===== src/rtl/sekiz_cikis_demux_pkg.sv =====
// Shared constants and types for the 1-to-8 registered word demultiplexer.
package sekiz_cikis_demux_pkg;

    localparam int WIDTH = 32;
    localparam int N_OUT = 8;
    localparam int SEL_W = 3;
    localparam int CNT_W = 16;

    typedef logic [SEL_W-1:0] slot_idx_t;

endpackage : sekiz_cikis_demux_pkg


===== src/rtl/sekiz_cikis_demux_if.sv =====
// Source/consumer bus of the demultiplexer. The slave modport is the demux view.
interface sekiz_cikis_demux_if;
    import sekiz_cikis_demux_pkg::*;

    logic [WIDTH-1:0]       in_data;
    logic                   en1;
    logic                   en2;
    logic                   en3;
    logic                   auto_mode;
    logic                   in_valid;
    logic                   in_ready;
    logic [N_OUT*WIDTH-1:0] out_data;
    logic [N_OUT-1:0]       out_valid;
    logic [N_OUT-1:0]       out_ready;
    slot_idx_t              rr_ptr;
    logic [CNT_W-1:0]       xfer_count;

    modport slave (
        input  in_data, en1, en2, en3, auto_mode, in_valid, out_ready,
        output in_ready, out_data, out_valid, rr_ptr, xfer_count
    );

    modport master (
        output in_data, en1, en2, en3, auto_mode, in_valid, out_ready,
        input  in_ready, out_data, out_valid, rr_ptr, xfer_count
    );

endinterface : sekiz_cikis_demux_if


===== src/rtl/sekiz_cikis_demux_yuva.sv =====
// One-entry holding register for a single output slot.
// A load always wins over a drain so a same-cycle drain+load keeps the slot full.
module otuziki_cikis_yuvasi
    import sekiz_cikis_demux_pkg::*;
(
    input  logic             clk,
    input  logic             rst_n,
    input  logic             i_load,
    input  logic [WIDTH-1:0] i_data,
    input  logic             i_ready,
    output logic             o_valid,
    output logic [WIDTH-1:0] o_data
);

    logic             r_valid;
    logic [WIDTH-1:0] r_data;

    // Capture a new word on load; clear valid on drain, data keeps its last value.
    always_ff @(posedge clk or negedge rst_n) begin
        if (!rst_n) begin
            r_valid <= 1'b0;
            r_data  <= '0;
        end else if (i_load) begin
            r_valid <= 1'b1;
            r_data  <= i_data;
        end else if (i_ready) begin
            r_valid <= 1'b0;
        end
    end

    assign o_valid = r_valid;
    assign o_data  = r_data;

endmodule : otuziki_cikis_yuvasi


===== src/rtl/sekiz_cikis_demux.sv =====
// Registered 1-to-8 demultiplexer: steers a word to a slot chosen by
// {en3,en2,en1} or by a round-robin pointer, with per-slot back-pressure.
// in_ready combinationally depends on out_ready of the targeted slot.
module sekiz_cikis_demux
    import sekiz_cikis_demux_pkg::*;
(
    input  logic                clk,
    input  logic                rst_n,
    sekiz_cikis_demux_if.slave  bus
);

    slot_idx_t              r_rr_ptr;
    logic [CNT_W-1:0]       r_xfer_count;
    slot_idx_t              w_tgt;
    logic                   w_in_ready;
    logic                   w_accept;
    logic [N_OUT-1:0]       w_valid;
    logic [WIDTH-1:0]       w_slot_data [N_OUT];
    logic [N_OUT*WIDTH-1:0] w_out_data;

    assign w_tgt      = bus.auto_mode ? r_rr_ptr : {bus.en3, bus.en2, bus.en1};
    assign w_in_ready = ~w_valid[w_tgt] | bus.out_ready[w_tgt];
    assign w_accept   = bus.in_valid & w_in_ready;

    for (genvar k = 0; k < N_OUT; k++) begin : g_slot
        otuziki_cikis_yuvasi u_slot (
            .clk     (clk),
            .rst_n   (rst_n),
            .i_load  (w_accept && (w_tgt == slot_idx_t'(k))),
            .i_data  (bus.in_data),
            .i_ready (bus.out_ready[k]),
            .o_valid (w_valid[k]),
            .o_data  (w_slot_data[k])
        );
    end

    // Flatten the slot registers onto the output bus, slot k at [k*WIDTH +: WIDTH].
    always_comb begin
        w_out_data = '0;
        for (int k = 0; k < N_OUT; k++) begin
            w_out_data[k*WIDTH +: WIDTH] = w_slot_data[k];
        end
    end

    // Count accepted words and advance the pointer only on auto-mode accepts.
    always_ff @(posedge clk or negedge rst_n) begin
        if (!rst_n) begin
            r_rr_ptr     <= '0;
            r_xfer_count <= '0;
        end else if (w_accept) begin
            r_xfer_count <= r_xfer_count + CNT_W'(1);
            if (bus.auto_mode) begin
                r_rr_ptr <= r_rr_ptr + slot_idx_t'(1);
            end
        end
    end

    assign bus.in_ready   = w_in_ready;
    assign bus.out_data   = w_out_data;
    assign bus.out_valid  = w_valid;
    assign bus.rr_ptr     = r_rr_ptr;
    assign bus.xfer_count = r_xfer_count;

endmodule : sekiz_cikis_demux


===== src/flat_wrapper.sv =====
// flat-port wrapper written by rule: the top's interface ports become plain ports
module sekiz_cikis_demux_flat import sekiz_cikis_demux_pkg::*;
  (clk, rst_n, bus_in_data, bus_en1, bus_en2, bus_en3, bus_auto_mode, bus_in_valid, bus_out_ready, bus_in_ready, bus_out_data, bus_out_valid, bus_rr_ptr, bus_xfer_count);
  sekiz_cikis_demux_if bus_i ();
  input  logic clk;
  input  logic rst_n;
  input wire logic [$bits(bus_i.in_data)-1:0] bus_in_data;
  input wire logic [$bits(bus_i.en1)-1:0] bus_en1;
  input wire logic [$bits(bus_i.en2)-1:0] bus_en2;
  input wire logic [$bits(bus_i.en3)-1:0] bus_en3;
  input wire logic [$bits(bus_i.auto_mode)-1:0] bus_auto_mode;
  input wire logic [$bits(bus_i.in_valid)-1:0] bus_in_valid;
  input wire logic [$bits(bus_i.out_ready)-1:0] bus_out_ready;
  output wire logic [$bits(bus_i.in_ready)-1:0] bus_in_ready;
  output wire logic [$bits(bus_i.out_data)-1:0] bus_out_data;
  output wire logic [$bits(bus_i.out_valid)-1:0] bus_out_valid;
  output wire logic [$bits(bus_i.rr_ptr)-1:0] bus_rr_ptr;
  output wire logic [$bits(bus_i.xfer_count)-1:0] bus_xfer_count;
  assign bus_i.in_data = bus_in_data;
  assign bus_i.en1 = bus_en1;
  assign bus_i.en2 = bus_en2;
  assign bus_i.en3 = bus_en3;
  assign bus_i.auto_mode = bus_auto_mode;
  assign bus_i.in_valid = bus_in_valid;
  assign bus_i.out_ready = bus_out_ready;
  assign bus_in_ready = bus_i.in_ready;
  assign bus_out_data = bus_i.out_data;
  assign bus_out_valid = bus_i.out_valid;
  assign bus_rr_ptr = bus_i.rr_ptr;
  assign bus_xfer_count = bus_i.xfer_count;
  sekiz_cikis_demux u_core (.clk(clk), .rst_n(rst_n), .bus(bus_i));
endmodule

===== config.mk =====
export PLATFORM = sky130hd
export DESIGN_NAME = sekiz_cikis_demux_flat
export DESIGN_NICKNAME = d
export VERILOG_FILES = /design/src/rtl/sekiz_cikis_demux_pkg.sv /design/src/rtl/sekiz_cikis_demux_if.sv /design/src/rtl/sekiz_cikis_demux_yuva.sv /design/src/rtl/sekiz_cikis_demux.sv /design/src/flat_wrapper.sv
export SDC_FILE = /design/constraint.sdc
export NUM_CORES = 1
export LEC_CHECK = 0
export CAP_MARGIN = 20
export CORE_ASPECT_RATIO = 0.8
export CORE_MARGIN = 2
export CORE_UTILIZATION = 30
export CTS_BUF_LIST = sky130_fd_sc_hd__clkbuf_4 sky130_fd_sc_hd__clkbuf_8
export CTS_CLUSTER_DIAMETER = 40
export DETAILED_ROUTE_END_ITERATION = 8
export PLACE_DENSITY = 0.53
export SYNTH_ARGS = -nofsm -noshare
export SYNTH_HDL_FRONTEND = slang
export SYNTH_HIERARCHICAL = 1
export SYNTH_SLANG_ARGS = --single-unit

===== constraint.sdc =====
create_clock -name clk -period 3.1 [get_ports clk]
set_input_delay 0.775 -clock clk [delete_from_list [all_inputs] [get_ports clk]]
set_output_delay 0.775 -clock clk [all_outputs]
set_load 0.1 [all_outputs]

; Word-level counts from Yosys, hierarchy flattened
; Cells that the tools add are included.
; Widths: inputs -> output; s select.
[classes]
add_sub_neg = 2
multipliers = 0
n_div = 0
n_lt_le_gt_ge = 1
n_eq_ne = 7
shifts = 0
n_mux = 21
bitwise = 3
n_reduce_logical = 18
[op_table]
columns = op, count
row1 = $mux 1, 18
row2 = $add 16x1->16 const B, 1
row3 = $reduce_bool 2->1, 8
row4 = $eq 3x3->1 const B, 4
row5 = $logic_and 1x1->1, 8
row6 = $bmux 1 s3, 2
row7 = $eq 3x2->1 const B, 2
row8 = $lt 3x4->1 const B, 1
row9 = $add 3x1->3 const B, 1
row10 = $eq 3x1->1 const B, 1
row11 = $logic_not 3->1, 1
row12 = $mux 3, 1
row13 = $reduce_and 2->1, 1
row14 = $and 1x1->1, 1
row15 = $not 1->1, 1
row16 = $or 1x1->1, 1
[word_totals]
reg_bits = 283
latch_bits = 0
mem_bits_rw = 0
romBits = 0
inputBits = 47
output_inout_bits = 284
word_cells = 70
memories = 0

; Depth between registers and ports, before layout
; Gate-level depths: netlist of run 1.
[depth]
ltp_word = 8
mapped_depth = 12
ltp_nobuf = 7

; Cells and area by module
; The synthesis of run 1 kept the hierarchy.
[modules_own_cells]
columns = module, n_inst, cells_each, area_per_inst_um2, seq_area_each_um2
row1 = otuziki_cikis_yuvasi, 8, 71, 1377.6, 825.8
row2 = sekiz_cikis_demux, 1, 123, 1213.7, 475.5

; Worst setup path before layout of run 1
; Ideal clock, no wire load.
[synth_path]
kind = register to register
from = register u_core.r_rr_ptr[0], in the netlist u_core/bus.rr_ptr[0]
to = register u_core.g_slot[0].u_slot.r_data[0]
setup_ns = 0.126
arrival_ns = 3.352
t_required_ns = 2.974
path_slack_ns = -0.378
path_stages_with_launch = 12
path_buffers = 4
synth_period_minus_slack_ns = 3.478
cell_sequence = dfrtp_1 > nand2_1 > and2_4 > mux4_2 > a22oi_2 > buf_6 > buf_6 > nand3_2 > nor2_1 > buf_6 > buf_12 > mux2_4
[synth_via]
elab_chain_len = 7
word_cells_on_any_way = 10
cone_classes = 5 x mux / 3 x bitwise / 2 x reduce/logical
[synth_lines]
columns = item, line_no
row1 = start: declaration, sekiz_cikis_demux.sv:12  ; slot_idx_t r_rr_ptr;
row2 = start signal: assignment, sekiz_cikis_demux.sv:53  ; r_rr_ptr <= r_rr_ptr + slot_idx_t'(1);
row3 = $mux 3 (*), sekiz_cikis_demux.sv:21  ; assign w_tgt = bus.auto_mode ? r_rr_ptr : {bus.en3, bus.en2, bus.en1};
row4 = $bmux 1 s3, sekiz_cikis_demux.sv:22  ; assign w_in_ready = ~w_valid[w_tgt] | bus.out_ready[w_tgt];
row5 = $mux 1 (implied by the code), sekiz_cikis_demux.sv:22
row6 = $not 1->1, sekiz_cikis_demux.sv:22
row7 = $or 1x1->1 (*), sekiz_cikis_demux.sv:22
row8 = net bus_in_ready, flat_wrapper.sv:14  ; output wire logic [$bits(bus_i.in_ready)-1:0] bus_in_ready;
row9 = $and 1x1->1 (*), sekiz_cikis_demux.sv:23  ; assign w_accept = bus.in_valid & w_in_ready;
row10 = $logic_and 1x1->1 (*), sekiz_cikis_demux.sv:29  ; .i_load (w_accept && (w_tgt == slot_idx_t'(k))),
row11 = end signal: assignment, sekiz_cikis_demux_yuva.sv:25  ; r_data <= i_data;
row12 = end: declaration, sekiz_cikis_demux_yuva.sv:16  ; logic [WIDTH-1:0] r_data;
; Mark *: on every way through the listed nets, which the timed path passes. The rest lies on a longest branch. The select of a mux whose other input is x is not followed.
; A chain may end at the register's enable or synchronous reset.

; Final worst setup path of run 1
[layout_path]
from = register u_core.r_rr_ptr[1], in the netlist u_core/bus.rr_ptr[1]
to = output bus_in_ready
[layout_via]
elab_chain_len = 5
word_cells_on_any_way = 7
cone_classes = 5 x mux / 2 x bitwise
[layout_lines]
columns = item, line_no
row1 = $mux 3 (*), sekiz_cikis_demux.sv:21
row2 = $bmux 1 s3, sekiz_cikis_demux.sv:22
row3 = $mux 1 (implied by the code), sekiz_cikis_demux.sv:22
row4 = $not 1->1, sekiz_cikis_demux.sv:22
row5 = $or 1x1->1 (*), sekiz_cikis_demux.sv:22
row6 = end: declaration, flat_wrapper.sv:14
; Every way passes the cells marked *; elsewhere a longest branch is shown, timed or not. The select of a mux whose other input is x is not followed.

==> results of run 1 <==
-- layout make-up --
cell class,instances,area [µm²]
flip-flops and latches,283,7084
inverters,10,37.54
multi-input cells,360,4661
clock inverters,16,182.7
clock buffers,77,965.9
repair buffers,394,3369
well taps,544,680.7
fillers,3801,23480
-- worst register-to-register path, cell delays in order, from the launching register on --
cell                        delay [ns]
sky130_fd_sc_hd__dfrtp_2          0.42
sky130_fd_sc_hd__nand2_2          0.09
sky130_fd_sc_hd__and2_4           0.17
sky130_fd_sc_hd__mux4_2           0.51
sky130_fd_sc_hd__a22oi_2          0.21
sky130_fd_sc_hd__buf_4            0.15
sky130_fd_sc_hd__buf_4            0.10
sky130_fd_sc_hd__buf_4            0.09
sky130_fd_sc_hd__buf_4            0.11
sky130_fd_sc_hd__nand3b_2         0.21
sky130_fd_sc_hd__nor2_4           0.20
sky130_fd_sc_hd__buf_4            0.16
sky130_fd_sc_hd__clkbuf_16        0.19
sky130_fd_sc_hd__mux2_4           0.31
-- cell usage after synthesis (2+ instances only) --
cell type / instances
sky130_fd_sc_hd__mux2_4: 232
sky130_fd_sc_hd__mux2i_1: 2
sky130_fd_sc_hd__mux2_2: 25
sky130_fd_sc_hd__a21boi_0: 2
sky130_fd_sc_hd__and2_1: 2
sky130_fd_sc_hd__nand4_1: 8
sky130_fd_sc_hd__nand2b_1: 3
sky130_fd_sc_hd__mux4_2: 2
sky130_fd_sc_hd__nor2_1: 9
sky130_fd_sc_hd__buf_12: 24
sky130_fd_sc_hd__buf_6: 10
sky130_fd_sc_hd__o22ai_1: 2
sky130_fd_sc_hd__a2111oi_0: 2
sky130_fd_sc_hd__clkbuf_1: 2
sky130_fd_sc_hd__inv_1: 10
sky130_fd_sc_hd__and3_1: 9
sky130_fd_sc_hd__xnor2_1: 17
sky130_fd_sc_hd__a21o_1: 9
sky130_fd_sc_hd__dfrtp_1: 283
sky130_fd_sc_hd__nand3b_1: 2
sky130_fd_sc_hd__buf_2: 2
sky130_fd_sc_hd__nand3_1: 8
sky130_fd_sc_hd__ha_1: 2
sky130_fd_sc_hd__nand2_1: 8
-- registers in the layout, summed over array words and instances, names as in the netlist --
| signal | count |
|---|---|
| u_core/bus.xfer_count | 16 |
| u_core/g_slot.u_slot/o_valid | 8 |
| u_core/bus.rr_ptr | 3 |
| u_core/g_slot.u_slot/o_data | 256 |
-- layer usage --
| layer | vias up | track usage [%] |
|---|---|---|
| met5 | - | 0 |
| met4 | 0 | 3.639 |
| met3 | 42 | 4.780 |
| met2 | 223 | 23.14 |
| met1 | 3756 | 23.70 |
| li1 | 3278 | - |
-- worst paths after layout --
kind	start	end	slack (ns)	cells after the start
hold reg to reg	u_core/bus.xfer_count[15]	u_core/bus.xfer_count[15]	0.48	1
max in group asynchronous	rst_n	u_core/g_slot[0].u_slot/o_data[3]	2.12	2
setup / recovery	u_core/bus.rr_ptr[1]	bus_in_ready	0.02	8
hold / removal	rst_n	u_core/g_slot[3].u_slot/o_data[27]	0.16	1
min in group clk	u_core/bus.xfer_count[15]	u_core/bus.xfer_count[15]	0.48	1
setup reg to reg	u_core/bus.rr_ptr[0]	u_core/g_slot[7].u_slot/o_data[19]	0.07	13
-- timing repair --
| item | CTS | global route |
|---|---|---|
| gates cloned | 0 | 1 |
| gates resized for setup | 31 | 6 |
| buffers inserted | 8 | 8 |
| endpoints found under the setup margin | 21 | 101 |
| pin swaps | 4 | 3 |
-- stage by stage --
stage / hold WS, ns / util [%]
3_3_place_gp: 0.4670 / 38.53
2_1_floorplan: 0.4794 / -
4_1_cts: 0.1372 / 41.66
6_report: 0.1579 / 41.97
5_1_grt: 0.1454 / 41.97
3_5_place_dp: 0.4736 / 38.53
-- logic make-up after synthesis --
logic type                 count (synthesis)  synth area share [%]
DFF                                      283                 57.89
muxes                                    262                 31.40
and+or+nand+nor                           58                 2.690
buffers and inverters                     48                 5.298
AOI/OAI and AO/OA                         21                 1.309
xor gates and xnor gates                  17                 1.217
adders and majority gates                  2                0.2045
==> run summary, run 1 <==
Clock tree synthesis selected as its root buffer the cell sky130_fd_sc_hd__clkbuf_8. The cell area after synthesis is 12230 µm². For the met3 wire length, the log shows 2243 µm. Kind of end point of the critical path: an output pin. The kind of critical path was reg -> out. The logs give 7299 for the via total after detailed routing and 30.24% for the initial cell density of the core. Yosys printed 6 warnings.

The flow ran to the end, and the final reports show no timing, DRC or antenna violations. The run gives 16.10% as the total routing usage reported by global routing. The transition time of the tightest slew-check pin is 0.5596 ns.

In this run, the number of DRC markers left after iteration 0 of detailed routing was 348. The number of hold buffers added after CTS was 0. Among all stages on the critical path, the largest delay is contributed by sky130_fd_sc_hd__dfrtp_2. The critical path arrival is 2.30 ns, and the post-detailed-route via-to-cell ratio is 4.334.

By area the synthesized netlist is led by sky130_fd_sc_hd__dfrtp_1 58%, sky130_fd_sc_hd__mux2_4 28%, sky130_fd_sc_hd__buf_12 3.9%, sky130_fd_sc_hd__mux2_2 2.3%, sky130_fd_sc_hd__xnor2_1 1.2%. Pin count of the biggest net entering global routing: 70. Max-cap violations in this run came to 0. Of the synthesized area, sequential elements account for 57.89%. sky130_fd_sc_hd__dfrtp_1 takes more of the synthesized area than any other cell.

TritonCTS built the clock tree. The run gives 0.02228 ns as the final critical-path setup slack. The signal on the critical path passes through buf_4 > nand2_1 > o22ai_1 > a2111oi_2 > buf_4 > a22oi_2 > buf_6 > buf_12.

The logs give 0.58 ns for the later-pin clock latency in the skew report and 0.7345 for the routability congestion estimate. The run gives 14890 µm as the amount of wire on met2 after detailed routing. The number of flops mapped to enable cells by yosys was 0; the die area was 42420 µm².

331 I/O pins were placed. The die is 184.6 µm tall. The highest layer touched by signal routing is met4.

The wire length of the first global-routing pass is 51950 µm, and the number of iterations in the first detailed-routing pass is 4. The run gives 283 as the total clock sinks. After detailed placement, the design holds a cell count of 1574.

Headroom to the max-slew limit came out at 62.69%. The count of buffering cells on the critical path with inverters included is 4, and the delay of the slowest cell on the worst path is 0.45 ns. The total overflow reported by the global router is 0. The async set or reset register ratio after synthesis was 100.0%; the data required time at the worst endpoint was 2.32 ns. Before CTS, the worst setup slack after placement is -0.6737 ns.

The run gives 0 as the max-slew violation total from the final report. After detailed routing, the number of remaining DRC violations is 0. The initial antenna violation count is 0, and the mean instance size in the synthesized netlist is 17.71 µm². For the final routed database, the setup TNS stands at 0 ns. Summed over all layers, the routed wires come to 34800 µm. Cells with a size suffix above 1 make up 64.12% of the layout.

The family of cells with the greatest summed delay on the critical path was buffers and inverters. Row generation in the floorplan step produced 66 rows. Setup violations remaining at the end of the flow were counted as 0. The number of buffers added by the clock tree synthesis step is 51.

Clock skew on the completed layout was measured at 0.01728 ns. Synthesized net count: 740. The count of buffers added on input and output ports is 330. After the flow finishes, the layout carries non-filler instances totaling 1684. The hold violation total from the final report is 0, and the number of nets in the finished design is 1149. The final critical-path required period was 3.078 ns. The CTS clock-pin slew for the worst setup and hold paths works out to 0.06 ns. The min-delay analysis places its worst path in the category in -> async. The synthesis-to-layout area growth was 38.80%; the placed wire-length estimate after detailed placement was 23580 µm. The post-synthesis cell type count was 40. The clock passes through at most 3 buffers. From left edge to right edge, the die measures 229.8 µm. In the finished design, the share of the clock period the worst path needs comes to 99.28%.

The primary flip-flop cell chosen by synthesis mapping was sky130_fd_sc_hd__dfrtp_1. The routed wirelength normalized by instance count came out at 20.66 µm. After detailed routing, the wire length on met1 is 17140 µm. Setup repair after global routing could not meet its margin everywhere. The area inside the core boundary was 40460 µm². The finished cells cover 16980 µm². The synthesized design contains 283 register bits. STA classifies the critical path startpoint as a register.

The tools report the placed cell area as 15590 µm². Share of Yosys cell area claimed by the top area cell type: 57.89%. The library cell used most frequently in the layout, excluding fill and tap cells, is sky130_fd_sc_hd__buf_4. In this run the number of H-tree levels came out at 2. By instance count, the cell type seen most on the critical path is sky130_fd_sc_hd__buf_4. Static timing analysis puts the maximum clock frequency at 324.9 MHz. The tools report the via count of the first global-routing pass as 7750.

The number of instances in the synthesized netlist is 691. The tools report the residual antenna-violating net count after detailed routing as 0. The library cells used most frequently in the layout, excluding fill and tap cells, are 323 x sky130_fd_sc_hd__buf_4, 281 x sky130_fd_sc_hd__dfrtp_1, 232 x sky130_fd_sc_hd__mux2_4, 62 x sky130_fd_sc_hd__clkbuf_8, 37 x sky130_fd_sc_hd__clkdlybuf4s50_1. The maximum net fanout on the critical path was 6. The antenna diode count was 0.
Power of run 1 is not shown: default switching activity piles up to over one toggle a cycle in this logic, so the estimate is an artifact.
==> run 2: changes to the inputs <==
--- a/config.mk
+++ b/config.mk
@@ -5,14 +5,16 @@
 export SDC_FILE = /design/constraint.sdc
 export NUM_CORES = 1
 export LEC_CHECK = 0
+export ABC_CLOCK_PERIOD_IN_PS = 3100
 export CAP_MARGIN = 20
 export CORE_ASPECT_RATIO = 0.8
 export CORE_MARGIN = 2
-export CORE_UTILIZATION = 30
+export CORE_UTILIZATION = 50
 export CTS_BUF_LIST = sky130_fd_sc_hd__clkbuf_4 sky130_fd_sc_hd__clkbuf_8
 export CTS_CLUSTER_DIAMETER = 40
 export DETAILED_ROUTE_END_ITERATION = 8
-export PLACE_DENSITY = 0.53
+export MAX_ROUTING_LAYER = met4
+export PLACE_DENSITY = 0.81
 export SYNTH_ARGS = -nofsm -noshare
 export SYNTH_HDL_FRONTEND = slang
 export SYNTH_HIERARCHICAL = 1
==> run 2 against run 1 <==
Hold slack improved by 0.037 ns. Setup slack got worse by 0.032 ns. Die area decreased by 39%. Final area shrank 2.0%. Utilization increased by 27 points. Non-clock buffer count stayed put. Global-route usage increased by 9.2 points. Critical path depth fell by 1. Highest routed layer unchanged. The run now ends with negative setup slack left. Sequential cell count unchanged. Cell count shrank 14%. Sequential share of layout area rose by 0.86 points. First-iteration DRC count decreased by 0.29%.
==> run summary, run 2 (synthesized netlist as in run 1, its figures left out) <==
The flow ran to the end, but the final reports show violations. The checks that failed: negative setup slack. The placed wire-length estimate after detailed placement is 20830 µm, and the post-detailed-route via-to-cell ratio is 5.134. The flip-flop count of the largest register, all copies and words added came out at 256. Antenna diode count: 0. The tools report the residual antenna-violating net count after detailed routing as 0.

The count of standard-cell rows came out at 51. The critical path is of the in -> out type. For the worst setup path, the data arrival time is 2.34 ns.

The first TritonRoute pass finished after 5 iterations. At the worst endpoint, the required time is 2.32 ns. The tools report the final critical-path setup slack as -0.01013 ns.

The peak-usage layer in the global routing report was met2. Setup repair after global routing could not meet its margin everywhere. Entering global routing, the biggest net connects 69 pins. Total clock sinks: 283. After layout, the worst path uses 100.3% of the clock period.

Dividing the detail-routed wire length by the instance count gives 22.38 µm. The run gives 6.561% as the global routing usage on met3. The vertical extent of the die works out to 143.9 µm.

From synthesis to final layout, the design area changed by 35.99%. Total routing usage reported by global routing: 25.31%. Once the floorplan was initialized, standard cells occupied 50.59% of the core.

The top cell types in the final layout, fill and taps aside, are 321 x sky130_fd_sc_hd__buf_4, 281 x sky130_fd_sc_hd__dfrtp_1, 232 x sky130_fd_sc_hd__mux2_4, 54 x sky130_fd_sc_hd__clkbuf_8, 37 x sky130_fd_sc_hd__clkdlybuf4s50_1. For the finished layout, the period the worst path requires is 3.110 ns. The signal on the critical path passes through clkbuf_4 > nand2b_1 > and2_4 > mux4_2 > a22oi_2 > buf_6 > buf_12.

The max-slew violation total from the final report was 0; the hold violation total from the final report was 0. The worst setup path is captured at an output pin. For the final setup violation count, the log shows 1. The maximum net fanout on the critical path works out to 8. Measured along the x axis, the die boundary spans 178.9 µm.

For the global routing usage on met2, the log shows 38.26%. Cells with a size suffix above 1 make up 64.24% of the layout. The floorplan step defined a die boundary enclosing 25740 µm². The most common cell after layout, fill and taps aside is sky130_fd_sc_hd__buf_4. For this design the top-level I/O count stands at 331. The root buffer cell chosen for the clock tree is sky130_fd_sc_hd__clkbuf_8. The later-pin clock latency in the skew report is 0.55 ns, and the area inside the core boundary is 24180 µm². After global routing the overflow that remains totals 0. In this run the number of H-tree levels came out at 2. The worst hold path belongs to the class in -> async. The largest single stage delay on the critical path is 0.51 ns. The element type at the critical path start was a primary input.

The slowest stage of the critical path belongs to the cell sky130_fd_sc_hd__mux4_2. For the wire length of the first global-routing pass, the log shows 48070 µm. The aggregate routed wire length came out at 32340 µm. After the last flow step, the layout net total stands at 1144.

The initial antenna violation count was 0; the routability congestion estimate was 0.8478. The via count of the first global-routing pass was 7824; the max-slew headroom at the worst pin was 63.92%. During placement, the flow inserted port buffers numbering 330.

The met1 usage was 34.62%. The logs give 347 for the DRC marker count from the first detailed-route iteration and 7418 for the via total after detailed routing. TritonCTS built the clock tree. For this run, design rule violations remaining after detail routing come to 0. TritonCTS created 46 clock buffers.

Max-cap violations in this run came to 0. For this run, the share of the core covered by cells in the final layout is 68.79%. Clock-pin slew was measured on the worst setup and hold paths at 0.06 ns.

The run gives -0.6590 ns as the pre-CTS worst setup slack. For the pin with the worst max-slew slack, the measured transition is 0.5412 ns. The tools report the highest attainable clock frequency as 321.5 MHz.

Clock skew on the completed layout was measured at 0.02515 ns. The clock passes through at most 3 buffers.
==> run 2: cell types whose count changed in the layout (fill, tap and decap cells not counted), moves of 2 or more <==
cell | before | now
sky130_fd_sc_hd__o22ai_1 | 2 | 0
sky130_fd_sc_hd__clkinvlp_4 | 7 | 1
sky130_fd_sc_hd__buf_12 | 23 | 21
sky130_fd_sc_hd__clkbuf_8 | 62 | 54
sky130_fd_sc_hd__clkinv_4 | 0 | 2
sky130_fd_sc_hd__buf_6 | 1 | 5
sky130_fd_sc_hd__buf_4 | 323 | 321
==> run 2: final timing paths <==
path / cells past startpoint / startpoint / to / slack (ns)
setup / recovery: 7 / bus_auto_mode / bus_in_ready / -0.01
hold / removal: 1 / rst_n / u_core/bus.xfer_count[2] / 0.19
setup reg to reg: 15 / u_core/bus.rr_ptr[1] / u_core/g_slot[5].u_slot/o_data[26] / 0.12
hold reg to reg: 1 / u_core/bus.xfer_count[15] / u_core/bus.xfer_count[15] / 0.48
max in group asynchronous: 2 / rst_n / u_core/g_slot[0].u_slot/o_data[28] / 2.17
min in group clk: 1 / u_core/bus.xfer_count[15] / u_core/bus.xfer_count[15] / 0.48
==> run 2: layout make-up <==
type	instances	area, µm²
fillers	1597	7547
flip-flops and latches	283	7084
repair buffers	394	3358
inverters	10	37.54
well taps	318	397.9
multi-input cells	360	4735
clock inverters	12	176.4
clock buffers	68	848.3
==> run 2: timing repair <==
item,CTS,global route
hold buffers,0,0
cloned,0,1
gates resized for setup,29,27
setup buffers,9,8
pin swaps,4,8
endpoints found under the setup margin,127,257
==> run 2: worst max-delay path, delay by kind of cell <==
family | cells | cell delay (ns)
AOI/OAI and AO/OA | 1 | 0.23
buffers and inverters | 3 | 0.49
muxes | 1 | 0.51
and+or+nand+nor | 2 | 0.32
==> run 2: routing by layer <==
layer	part of all wire, %	vias to the layer above
li1	-	3249
met1	44	3859
met2	48	279
met3	7.7	31
met4	1.1	0
met5	0	-
==> run 2: through the flow <==
| stage | instance area, µm² | hold WS, ns | instances | TNS (ns) |
|---|---|---|---|---|
| after floorplan | 12250 | 0.4794 | 691 | 0 |
| after global placement | 15260 | 0.4660 | 1347 | -146.48 |
| after detailed placement | 15260 | 0.4743 | 1347 | -159.39 |
| after CTS | 16430 | 0.1749 | 1436 | 0 |
| after global routing | 16640 | 0.1912 | 1445 | -0.1017 |
| final | 16640 | 0.1948 | 1445 | -0.01013 |
Power of run 2 is left out for the same reason.
==> run 3: changes to the inputs <==
--- a/config.mk
+++ b/config.mk
@@ -15,6 +15,7 @@
 export DETAILED_ROUTE_END_ITERATION = 8
 export MAX_ROUTING_LAYER = met4
 export PLACE_DENSITY = 0.81
+export SLEW_MARGIN = 20
 export SYNTH_ARGS = -nofsm -noshare
 export SYNTH_HDL_FRONTEND = slang
 export SYNTH_HIERARCHICAL = 1
==> results of run 3 <==
No change in the layout: final DEF, timing and power equal those of run 2.
Power of run 3 is left out for the same reason.
